### src/rtl/sc_vehicle_lane_register_if.sv
// Load/shift bus between the level state machine (master) and one lane
// register (slave). Define SC_VEHICLE_LANE_COLLISION_EN to add the frog
// position input and the collision flag.
interface sc_vehicle_lane_register_if #(
    parameter int DATAWIDTH_BUS = 8
);

    logic                     SC_VEHICLE_LANE_LOAD_IN;
    logic                     SC_VEHICLE_LANE_SHIFT_IN;
    logic [DATAWIDTH_BUS-1:0] SC_VEHICLE_LANE_DATA_IN;
    logic [1:0]               SC_VEHICLE_LANE_CLOCK_SELECT;
    logic                     SC_VEHICLE_LANE_HAB_CLOCK0_IN;
    logic                     SC_VEHICLE_LANE_HAB_CLOCK1_IN;
    logic                     SC_VEHICLE_LANE_HAB_CLOCK2_IN;
    logic [DATAWIDTH_BUS-1:0] SC_VEHICLE_LANE_DATA_OUT;
    logic                     SC_VEHICLE_LANE_LOADED_OUT;
    logic                     SC_VEHICLE_LANE_TICK_OUT;
`ifdef SC_VEHICLE_LANE_COLLISION_EN
    logic [DATAWIDTH_BUS-1:0] SC_VEHICLE_LANE_FROG_IN;
    logic                     SC_VEHICLE_LANE_HIT_OUT;

    modport master (
        output SC_VEHICLE_LANE_LOAD_IN, SC_VEHICLE_LANE_SHIFT_IN,
               SC_VEHICLE_LANE_DATA_IN, SC_VEHICLE_LANE_CLOCK_SELECT,
               SC_VEHICLE_LANE_HAB_CLOCK0_IN, SC_VEHICLE_LANE_HAB_CLOCK1_IN,
               SC_VEHICLE_LANE_HAB_CLOCK2_IN, SC_VEHICLE_LANE_FROG_IN,
        input  SC_VEHICLE_LANE_DATA_OUT, SC_VEHICLE_LANE_LOADED_OUT,
               SC_VEHICLE_LANE_TICK_OUT, SC_VEHICLE_LANE_HIT_OUT
    );

    modport slave (
        input  SC_VEHICLE_LANE_LOAD_IN, SC_VEHICLE_LANE_SHIFT_IN,
               SC_VEHICLE_LANE_DATA_IN, SC_VEHICLE_LANE_CLOCK_SELECT,
               SC_VEHICLE_LANE_HAB_CLOCK0_IN, SC_VEHICLE_LANE_HAB_CLOCK1_IN,
               SC_VEHICLE_LANE_HAB_CLOCK2_IN, SC_VEHICLE_LANE_FROG_IN,
        output SC_VEHICLE_LANE_DATA_OUT, SC_VEHICLE_LANE_LOADED_OUT,
               SC_VEHICLE_LANE_TICK_OUT, SC_VEHICLE_LANE_HIT_OUT
    );
`else
    modport master (
        output SC_VEHICLE_LANE_LOAD_IN, SC_VEHICLE_LANE_SHIFT_IN,
               SC_VEHICLE_LANE_DATA_IN, SC_VEHICLE_LANE_CLOCK_SELECT,
               SC_VEHICLE_LANE_HAB_CLOCK0_IN, SC_VEHICLE_LANE_HAB_CLOCK1_IN,
               SC_VEHICLE_LANE_HAB_CLOCK2_IN,
        input  SC_VEHICLE_LANE_DATA_OUT, SC_VEHICLE_LANE_LOADED_OUT,
               SC_VEHICLE_LANE_TICK_OUT
    );

    modport slave (
        input  SC_VEHICLE_LANE_LOAD_IN, SC_VEHICLE_LANE_SHIFT_IN,
               SC_VEHICLE_LANE_DATA_IN, SC_VEHICLE_LANE_CLOCK_SELECT,
               SC_VEHICLE_LANE_HAB_CLOCK0_IN, SC_VEHICLE_LANE_HAB_CLOCK1_IN,
               SC_VEHICLE_LANE_HAB_CLOCK2_IN,
        output SC_VEHICLE_LANE_DATA_OUT, SC_VEHICLE_LANE_LOADED_OUT,
               SC_VEHICLE_LANE_TICK_OUT
    );
`endif

endinterface

### src/rtl/sc_vehicle_lane_register.sv
// Vehicle lane register: captures the level pattern through a LOAD/LOADED
// handshake, then rotates it one bit per prescaler period while the level
// FSM requests SHIFT. Optional collision detection is built when
// SC_VEHICLE_LANE_COLLISION_EN is defined.
module sc_vehicle_lane_register #(
    parameter int DATAWIDTH_BUS   = 8,
    parameter int PRESCALER_WIDTH = 26,
    parameter int DIV_SLOW        = 25000000,
    parameter int DIV_MED         = 12500000,
    parameter int DIV_FAST        = 6250000,
    parameter bit SHIFT_LEFT      = 1'b1
) (
    input  logic                      SC_VEHICLE_LANE_CLOCK_50,
    input  logic                      SC_VEHICLE_LANE_RESET,
    sc_vehicle_lane_register_if.slave lane_bus
);

    typedef enum logic [1:0] {
        ST_IDLE,
        ST_CAPTURE,
        ST_ACK,
        ST_RUN
    } lane_state_t;

    typedef logic [PRESCALER_WIDTH-1:0] presc_t;
    typedef logic [DATAWIDTH_BUS-1:0]   lane_t;

    // Terminal prescaler count; a divisor of 0 or 1 ticks every valid cycle.
    function automatic presc_t div_last(input int div);
        if (div <= 1) return '0;
        return presc_t'(div - 1);
    endfunction

    localparam presc_t SLOW_LAST = div_last(DIV_SLOW);
    localparam presc_t MED_LAST  = div_last(DIV_MED);
    localparam presc_t FAST_LAST = div_last(DIV_FAST);

    lane_state_t state_r, state_nxt;
    lane_t       data_r, data_nxt;
    logic        loaded_r, loaded_nxt;
    logic        tick_r, tick_nxt;
    presc_t      presc_r, presc_nxt;
    logic [1:0]  sel_prev_r;

    logic        load;
    logic        shift;
    lane_t       din;
    logic [1:0]  sel;
    logic        speed_valid;
    presc_t      presc_last;
    lane_t       data_rot;

    assign load  = lane_bus.SC_VEHICLE_LANE_LOAD_IN;
    assign shift = lane_bus.SC_VEHICLE_LANE_SHIFT_IN;
    assign din   = lane_bus.SC_VEHICLE_LANE_DATA_IN;
    assign sel   = lane_bus.SC_VEHICLE_LANE_CLOCK_SELECT;

    // Speed enable pairing and divisor for the selected lane speed.
    always_comb begin
        speed_valid = 1'b0;
        presc_last  = SLOW_LAST;
        case (sel)
            2'b01: begin
                speed_valid = lane_bus.SC_VEHICLE_LANE_HAB_CLOCK2_IN;
                presc_last  = SLOW_LAST;
            end
            2'b10: begin
                speed_valid = lane_bus.SC_VEHICLE_LANE_HAB_CLOCK1_IN;
                presc_last  = MED_LAST;
            end
            2'b11: begin
                speed_valid = lane_bus.SC_VEHICLE_LANE_HAB_CLOCK0_IN;
                presc_last  = FAST_LAST;
            end
            default: begin
                speed_valid = 1'b0;
                presc_last  = SLOW_LAST;
            end
        endcase
    end

    // One-bit rotation of the current row; bits wrap around, none are lost.
    always_comb begin
        if (SHIFT_LEFT)
            data_rot = (data_r << 1) | (data_r >> (DATAWIDTH_BUS - 1));
        else
            data_rot = (data_r >> 1) | (data_r << (DATAWIDTH_BUS - 1));
    end

    // Next-state and next-output logic; LOAD takes priority in every state.
    always_comb begin
        // NOTE: every output of this block gets a default first so no path leaves it unassigned (no latch).
        state_nxt  = state_r;
        data_nxt   = data_r;
        loaded_nxt = 1'b0;
        tick_nxt   = 1'b0;
        presc_nxt  = presc_r;
        case (state_r)
            ST_IDLE: begin
                if (load) begin
                    if (din != '0) begin
                        state_nxt = ST_CAPTURE;
                        data_nxt  = din;
                    end else begin
                        data_nxt = '0;
                    end
                end
            end
            ST_CAPTURE: begin
                if (load) begin
                    if (din == data_r) state_nxt = ST_ACK;
                    else               data_nxt  = din;
                end else begin
                    state_nxt = ST_IDLE;
                    data_nxt  = '0;
                end
            end
            ST_ACK: begin
                if (shift && !load) begin
                    state_nxt = ST_RUN;
                    presc_nxt = '0;
                end else begin
                    loaded_nxt = 1'b1;
                end
            end
            ST_RUN: begin
                if (load) begin
                    state_nxt = ST_IDLE;
                    data_nxt  = '0;
                    presc_nxt = '0;
                end else if (sel != sel_prev_r) begin
                    presc_nxt = '0;
                end else if (shift && speed_valid) begin
                    if (presc_r >= presc_last) begin
                        presc_nxt = '0;
                        tick_nxt  = 1'b1;
                        data_nxt  = data_rot;
                    end else begin
                        presc_nxt = presc_r + 1'b1;
                    end
                end
            end
            default: begin
                state_nxt = ST_IDLE;
                data_nxt  = '0;
                presc_nxt = '0;
            end
        endcase
    end

`ifdef SC_VEHICLE_LANE_COLLISION_EN
    logic hit_r, hit_nxt;

    // Sticky collision flag, cleared by a new load request.
    always_comb begin
        hit_nxt = hit_r;
        if (load)
            hit_nxt = 1'b0;
        else if (state_r == ST_RUN && |(data_r & lane_bus.SC_VEHICLE_LANE_FROG_IN))
            hit_nxt = 1'b1;
    end

    // Collision flag register.
    always_ff @(posedge SC_VEHICLE_LANE_CLOCK_50) begin
        if (SC_VEHICLE_LANE_RESET) hit_r <= 1'b0;
        else                       hit_r <= hit_nxt;
    end

    assign lane_bus.SC_VEHICLE_LANE_HIT_OUT = hit_r;
`endif

    // State and datapath registers with synchronous reset.
    always_ff @(posedge SC_VEHICLE_LANE_CLOCK_50) begin
        // NOTE: non-blocking assignments so every register samples pre-edge values.
        if (SC_VEHICLE_LANE_RESET) begin
            state_r    <= ST_IDLE;
            data_r     <= '0;
            loaded_r   <= 1'b0;
            tick_r     <= 1'b0;
            presc_r    <= '0;
            sel_prev_r <= 2'b00;
        end else begin
            state_r    <= state_nxt;
            data_r     <= data_nxt;
            loaded_r   <= loaded_nxt;
            tick_r     <= tick_nxt;
            presc_r    <= presc_nxt;
            sel_prev_r <= sel;
        end
    end

    assign lane_bus.SC_VEHICLE_LANE_DATA_OUT   = data_r;
    assign lane_bus.SC_VEHICLE_LANE_LOADED_OUT = loaded_r;
    assign lane_bus.SC_VEHICLE_LANE_TICK_OUT   = tick_r;

endmodule
### src/flat_wrapper.sv
// flat-port wrapper written by rule: the top's interface ports become plain ports
module sc_vehicle_lane_register_flat 
#(
    parameter int DATAWIDTH_BUS   = 8,
    parameter int PRESCALER_WIDTH = 26,
    parameter int DIV_SLOW        = 25000000,
    parameter int DIV_MED         = 12500000,
    parameter int DIV_FAST        = 6250000,
    parameter bit SHIFT_LEFT      = 1'b1
)
  (SC_VEHICLE_LANE_CLOCK_50, SC_VEHICLE_LANE_RESET, lane_bus_SC_VEHICLE_LANE_LOAD_IN, lane_bus_SC_VEHICLE_LANE_SHIFT_IN, lane_bus_SC_VEHICLE_LANE_DATA_IN, lane_bus_SC_VEHICLE_LANE_CLOCK_SELECT, lane_bus_SC_VEHICLE_LANE_HAB_CLOCK0_IN, lane_bus_SC_VEHICLE_LANE_HAB_CLOCK1_IN, lane_bus_SC_VEHICLE_LANE_HAB_CLOCK2_IN, lane_bus_SC_VEHICLE_LANE_DATA_OUT, lane_bus_SC_VEHICLE_LANE_LOADED_OUT, lane_bus_SC_VEHICLE_LANE_TICK_OUT);
  sc_vehicle_lane_register_if #(.DATAWIDTH_BUS(DATAWIDTH_BUS)) lane_bus_i ();
  input  logic SC_VEHICLE_LANE_CLOCK_50;
  input  logic SC_VEHICLE_LANE_RESET;
  input wire logic [$bits(lane_bus_i.SC_VEHICLE_LANE_LOAD_IN)-1:0] lane_bus_SC_VEHICLE_LANE_LOAD_IN;
  input wire logic [$bits(lane_bus_i.SC_VEHICLE_LANE_SHIFT_IN)-1:0] lane_bus_SC_VEHICLE_LANE_SHIFT_IN;
  input wire logic [$bits(lane_bus_i.SC_VEHICLE_LANE_DATA_IN)-1:0] lane_bus_SC_VEHICLE_LANE_DATA_IN;
  input wire logic [$bits(lane_bus_i.SC_VEHICLE_LANE_CLOCK_SELECT)-1:0] lane_bus_SC_VEHICLE_LANE_CLOCK_SELECT;
  input wire logic [$bits(lane_bus_i.SC_VEHICLE_LANE_HAB_CLOCK0_IN)-1:0] lane_bus_SC_VEHICLE_LANE_HAB_CLOCK0_IN;
  input wire logic [$bits(lane_bus_i.SC_VEHICLE_LANE_HAB_CLOCK1_IN)-1:0] lane_bus_SC_VEHICLE_LANE_HAB_CLOCK1_IN;
  input wire logic [$bits(lane_bus_i.SC_VEHICLE_LANE_HAB_CLOCK2_IN)-1:0] lane_bus_SC_VEHICLE_LANE_HAB_CLOCK2_IN;
  output wire logic [$bits(lane_bus_i.SC_VEHICLE_LANE_DATA_OUT)-1:0] lane_bus_SC_VEHICLE_LANE_DATA_OUT;
  output wire logic [$bits(lane_bus_i.SC_VEHICLE_LANE_LOADED_OUT)-1:0] lane_bus_SC_VEHICLE_LANE_LOADED_OUT;
  output wire logic [$bits(lane_bus_i.SC_VEHICLE_LANE_TICK_OUT)-1:0] lane_bus_SC_VEHICLE_LANE_TICK_OUT;
  assign lane_bus_i.SC_VEHICLE_LANE_LOAD_IN = lane_bus_SC_VEHICLE_LANE_LOAD_IN;
  assign lane_bus_i.SC_VEHICLE_LANE_SHIFT_IN = lane_bus_SC_VEHICLE_LANE_SHIFT_IN;
  assign lane_bus_i.SC_VEHICLE_LANE_DATA_IN = lane_bus_SC_VEHICLE_LANE_DATA_IN;
  assign lane_bus_i.SC_VEHICLE_LANE_CLOCK_SELECT = lane_bus_SC_VEHICLE_LANE_CLOCK_SELECT;
  assign lane_bus_i.SC_VEHICLE_LANE_HAB_CLOCK0_IN = lane_bus_SC_VEHICLE_LANE_HAB_CLOCK0_IN;
  assign lane_bus_i.SC_VEHICLE_LANE_HAB_CLOCK1_IN = lane_bus_SC_VEHICLE_LANE_HAB_CLOCK1_IN;
  assign lane_bus_i.SC_VEHICLE_LANE_HAB_CLOCK2_IN = lane_bus_SC_VEHICLE_LANE_HAB_CLOCK2_IN;
  assign lane_bus_SC_VEHICLE_LANE_DATA_OUT = lane_bus_i.SC_VEHICLE_LANE_DATA_OUT;
  assign lane_bus_SC_VEHICLE_LANE_LOADED_OUT = lane_bus_i.SC_VEHICLE_LANE_LOADED_OUT;
  assign lane_bus_SC_VEHICLE_LANE_TICK_OUT = lane_bus_i.SC_VEHICLE_LANE_TICK_OUT;
  sc_vehicle_lane_register #(.DATAWIDTH_BUS(DATAWIDTH_BUS), .PRESCALER_WIDTH(PRESCALER_WIDTH), .DIV_SLOW(DIV_SLOW), .DIV_MED(DIV_MED), .DIV_FAST(DIV_FAST), .SHIFT_LEFT(SHIFT_LEFT)) u_core (.SC_VEHICLE_LANE_CLOCK_50(SC_VEHICLE_LANE_CLOCK_50), .SC_VEHICLE_LANE_RESET(SC_VEHICLE_LANE_RESET), .lane_bus(lane_bus_i));
endmodule
### config.mk
export PLATFORM = sky130hd
export DESIGN_NAME = sc_vehicle_lane_register_flat
export DESIGN_NICKNAME = d
export VERILOG_FILES = /design/src/rtl/sc_vehicle_lane_register_if.sv /design/src/rtl/sc_vehicle_lane_register.sv /design/src/flat_wrapper.sv
export SDC_FILE = /design/constraint.sdc
export NUM_CORES = 1
export LEC_CHECK = 0
export BUFFER_PORTS_ARGS = -buffer_cell sky130_fd_sc_hd__clkbuf_2
export CORE_MARGIN = 2
export CORE_UTILIZATION = 37
export CTS_BUF_LIST = sky130_fd_sc_hd__clkbuf_4
export CTS_CLUSTER_DIAMETER = 30
export DETAILED_ROUTE_END_ITERATION = 10
export HOLD_SLACK_MARGIN = 0.05
export PLACE_DENSITY = 0.63
export SLEW_MARGIN = 0
export SYNTH_ARGS = -nofsm -noshare
export SYNTH_HDL_FRONTEND = slang
export SYNTH_SLANG_ARGS = --single-unit
### constraint.sdc
create_clock -name SC_VEHICLE_LANE_CLOCK_50 -period 2.9 [get_ports SC_VEHICLE_LANE_CLOCK_50]
set_input_delay 0.29 -clock SC_VEHICLE_LANE_CLOCK_50 [delete_from_list [all_inputs] [get_ports SC_VEHICLE_LANE_CLOCK_50]]
set_output_delay 0.29 -clock SC_VEHICLE_LANE_CLOCK_50 [all_outputs]
set_load 0.05 [all_outputs]
==> results.txt <==
Status = complete, no violations
Avg Synthesized Cell Area = 7.990 um2
Post-synth EDFFs = 0
First-pass GRT wire length = 11.40 mm
Initial drt markers = 174
CTS HTree Levels = 2
Dpl ws = 0.02537 ns
Port bufs = 26
Relative slew slack = 0.3100
Arr. time, crit path = 2.86 ns
Die Ht = 89.94 um
Tcrit/Tclk final = 0.8961
Wire length per cell = 14.59 um
Number of cells on the worst reg-to-reg path = 9
Overall routing resource usage = 0.1681
Number of I/O pins = 27
Pleak = 0.001007 uW
Detailed-route DRC error count = 0
Vias in the first global route = 2440
Post-detail-place hpwl = 4.866 mm
Worst VDD drop = 0.1125 mV
Final setup fails = 0
Die ar. = 8089 um2
Syn Inst Count = 342
Clk sinks = 40
Fin. max-slew vios = 0
Syn nets = 367
Synth area leaders = dfxtp_1 (29%), a22oi_1 (6.0%), nand3_1 (5.5%), nor2_1 (4.1%), a21oi_1 (4.0%)
Core box area = 7214 um2
Clk Latency, worst-skew pair = 0.36 ns
Hold Crit Class = in -> reg
Reg2reg end = u_core.presc_r[21]
Ys Warns = 0
CTS max path bufs = 2
Drt first pass iters = 4
Clk slew on worst S/H paths = 0.13 ns
Mapped cell area = 2733 um2
GRT overflow = 0
CP Cell Sequence = ha_1 > a41o_1 > o21a_1 > a211oi_4 > o211ai_4 > a2111oi_4 > buf_12 > nand3b_1 > a31oi_1
Fraction of registers with async set/reset = 0
Yosys reg bits = 40
Post-synth cell types = 54
Routed wire length = 6.711 mm
Worst slew pin tran = 1.030 ns
Upper clock frequency limit = 384.8 MHz
Worst Path Required = 3.16 ns
GP Congestion = 0.8545
RSZ-0062 raised after global routing = no
Row count = 31
Hold_ws = 0.2977 ns
Reg area = 800.8 um2
Main synth FF type = dfxtp_1
Initial antenna violation count = 0
Critical R2R Launch = u_core.presc_r[5]
Largest area contributor in the netlist = dfxtp_1
Critical path's slowest cell = dfxtp_1
Max Cap Viol = 0
CTS tree = done
CP Class = reg -> reg
Final core occ = 0.4178
Worst Hold Path EP = u_core.state_r[0]
Hold-critical path depth = 3
DIE WIDTH = 89.94 um
Post-synthesis sequential area ratio = 0.2930
Routed via count = 2591
Slowest cell delay on critical path = 0.46 ns
Initial Utilization = 0.3788
Tmin final = 2.599 ns
Fill count = 777
Post-route ant nets = 0
Reg-to-reg slack, setup = 0.30 ns
Setup_tns = 0 ns
Final setup margin = 0.3014 ns
CTS Root Buffer Type = clkbuf_4
Hold Vio Cnt, Final = 0
Critical path fanouts, max = 17
Area Growth Syn to Fin = 10.30%
Final Skew = 0.01964 ns
Top-area cell type share of the netlist area = 0.2930
CP Capture Type = register
Layout cell share with drive strength beyond 1 = 0.1524
PD cells = 314.4 nW/um2
Hold_sp = lane_bus_SC_VEHICLE_LANE_LOAD_IN
N_diodes = 0
Final nets = 386
Crit path launch type = register
Combined area of the multi-input logic cells = 1780 um2
Vias per Instance = 5.633
Total clock buffers created by CTS = 5
Largest net degree at the start of global routing = 52
worst max path at each step:
stage / from / to / slack (ns) / depth (start not counted)
6_report: u_core.presc_r[5] / u_core.presc_r[21] / 0.30 / 9
4_1_cts: u_core.presc_r[5] / u_core.presc_r[25] / 0.06 / 8
3_5_place_dp: lane_bus_SC_VEHICLE_LANE_CLOCK_SELECT[1] / u_core.presc_r[25] / 0.03 / 11
2_1_floorplan: lane_bus_SC_VEHICLE_LANE_CLOCK_SELECT[1] / u_core.presc_r[20] / 0.35 / 12
3_3_place_gp: lane_bus_SC_VEHICLE_LANE_CLOCK_SELECT[1] / u_core.presc_r[12] / 0.06 / 11
5_1_grt: u_core.presc_r[5] / u_core.lane_bus.SC_VEHICLE_LANE_DATA_OUT[0] / 0.1 / 8
routing by layer:
layer	share of wire	routed length (um)	track usage	vias to the layer above
met5	0	0	0	-
met3	0.033	221	0.03269	9
met1	0.48	3245	0.2177	1226
met2	0.47	3159	0.2860	48
li1	-	-	-	1308
met4	0.013	85	0.04744	0
power by group:
part | switching (uW) | leakage (uW) | internal [uW]
logic | 70.8 | 0.000657 | 41.6
clock network | 186 | 0.0000261 | 84.9
registers | 8.03 | 0.000324 | 557
total | 265 | 0.00101 | 683
cells in the mapped netlist, drive strengths merged (2+ instances only):
cell type / n
nor2: 30
nor4: 6
o211ai: 6
dfxtp: 40
a21oi: 23
or3: 5
or2: 2
inv: 7
nand2: 20
o21ai: 14
mux2: 2
ha: 8
a31oi: 3
o21a: 2
nor4b: 3
nor2b: 16
nor3: 10
a22oi: 23
a2111oi: 3
and2: 2
buf: 15
a211oi: 4
nand3b: 9
clkbuf: 10
nor3b: 3
nand4b: 2
a21o: 2
xor2: 2
xnor2: 12
nand3: 30
o41ai: 8
nand4: 7
mux2i: 3
per-stage QoR:
stage	cell area [um2]	power, uW	std cells
after global routing	3014	996.1	460
after detailed placement	2949	690.0	452
after global placement	2949	688.7	452
final	3014	947.7	460
after floorplan	2733	655.9	342
after CTS	2994	960.2	459
cell type report:
class,instances,share of cell area
timing repair buffer,37,0.07887
sequential,40,0.2657
multi-input combinational,270,0.5907
inverter,7,0.008717
clock inverter,2,0.002491
tap,99,0.04110
clock buffer,5,0.01245
state kept, by name, indices dropped and copies added (netlist names), named ones only:
signal	flops
u_core.presc_r	26
u_core.lane_bus.SC_VEHICLE_LANE_DATA_OUT	8
u_core.sel_prev_r	2
u_core.lane_bus.SC_VEHICLE_LANE_LOADED_OUT	1
u_core.lane_bus.SC_VEHICLE_LANE_TICK_OUT	1
u_core.state_r	1
worst max-delay path, delay by kind of cell, from the launching register on:
family | cells | cell delay (ns)
compound gates | 6 | 1.46
simple gates | 1 | 0.08
buf+inv | 1 | 0.20
flops | 1 | 0.46
fa+ha+maj | 1 | 0.29
cells in the final DEF, fill, tap and decap left out, drive strengths merged, types with 6 or more instances in the layout:
cell / count
nor2b: 16
dfxtp: 40
nand4: 7
o211ai: 6
inv: 7
a21oi: 23
nor4: 6
nor3: 10
nand2: 20
o41ai: 8
xnor2: 12
nand3b: 9
buf: 11
clkbuf: 31
nand3: 30
nor2: 30
ha: 8
o21ai: 14
a22oi: 23
kinds of logic (layout without fill, tap and decap cells):
group	count (synthesis)	count (layout)	share of synthesized area
fa+ha+maj	9	9	0.04029
compound gates	92	92	0.2500
xor+xnor	14	14	0.04487
simple gates	150	150	0.2972
buf+inv	32	51	0.05540
flops	40	40	0.2930
mux	5	5	0.01923
what timing repair did:
action | 4_1_cts | 5_1_grt
setup endpoints to repair | 0 | 20
hold buffers | 0 | 0
resized for setup | 0 | 0
buffers inserted | 0 | 1
Note: power is estimated with default switching activity, not from simulation.
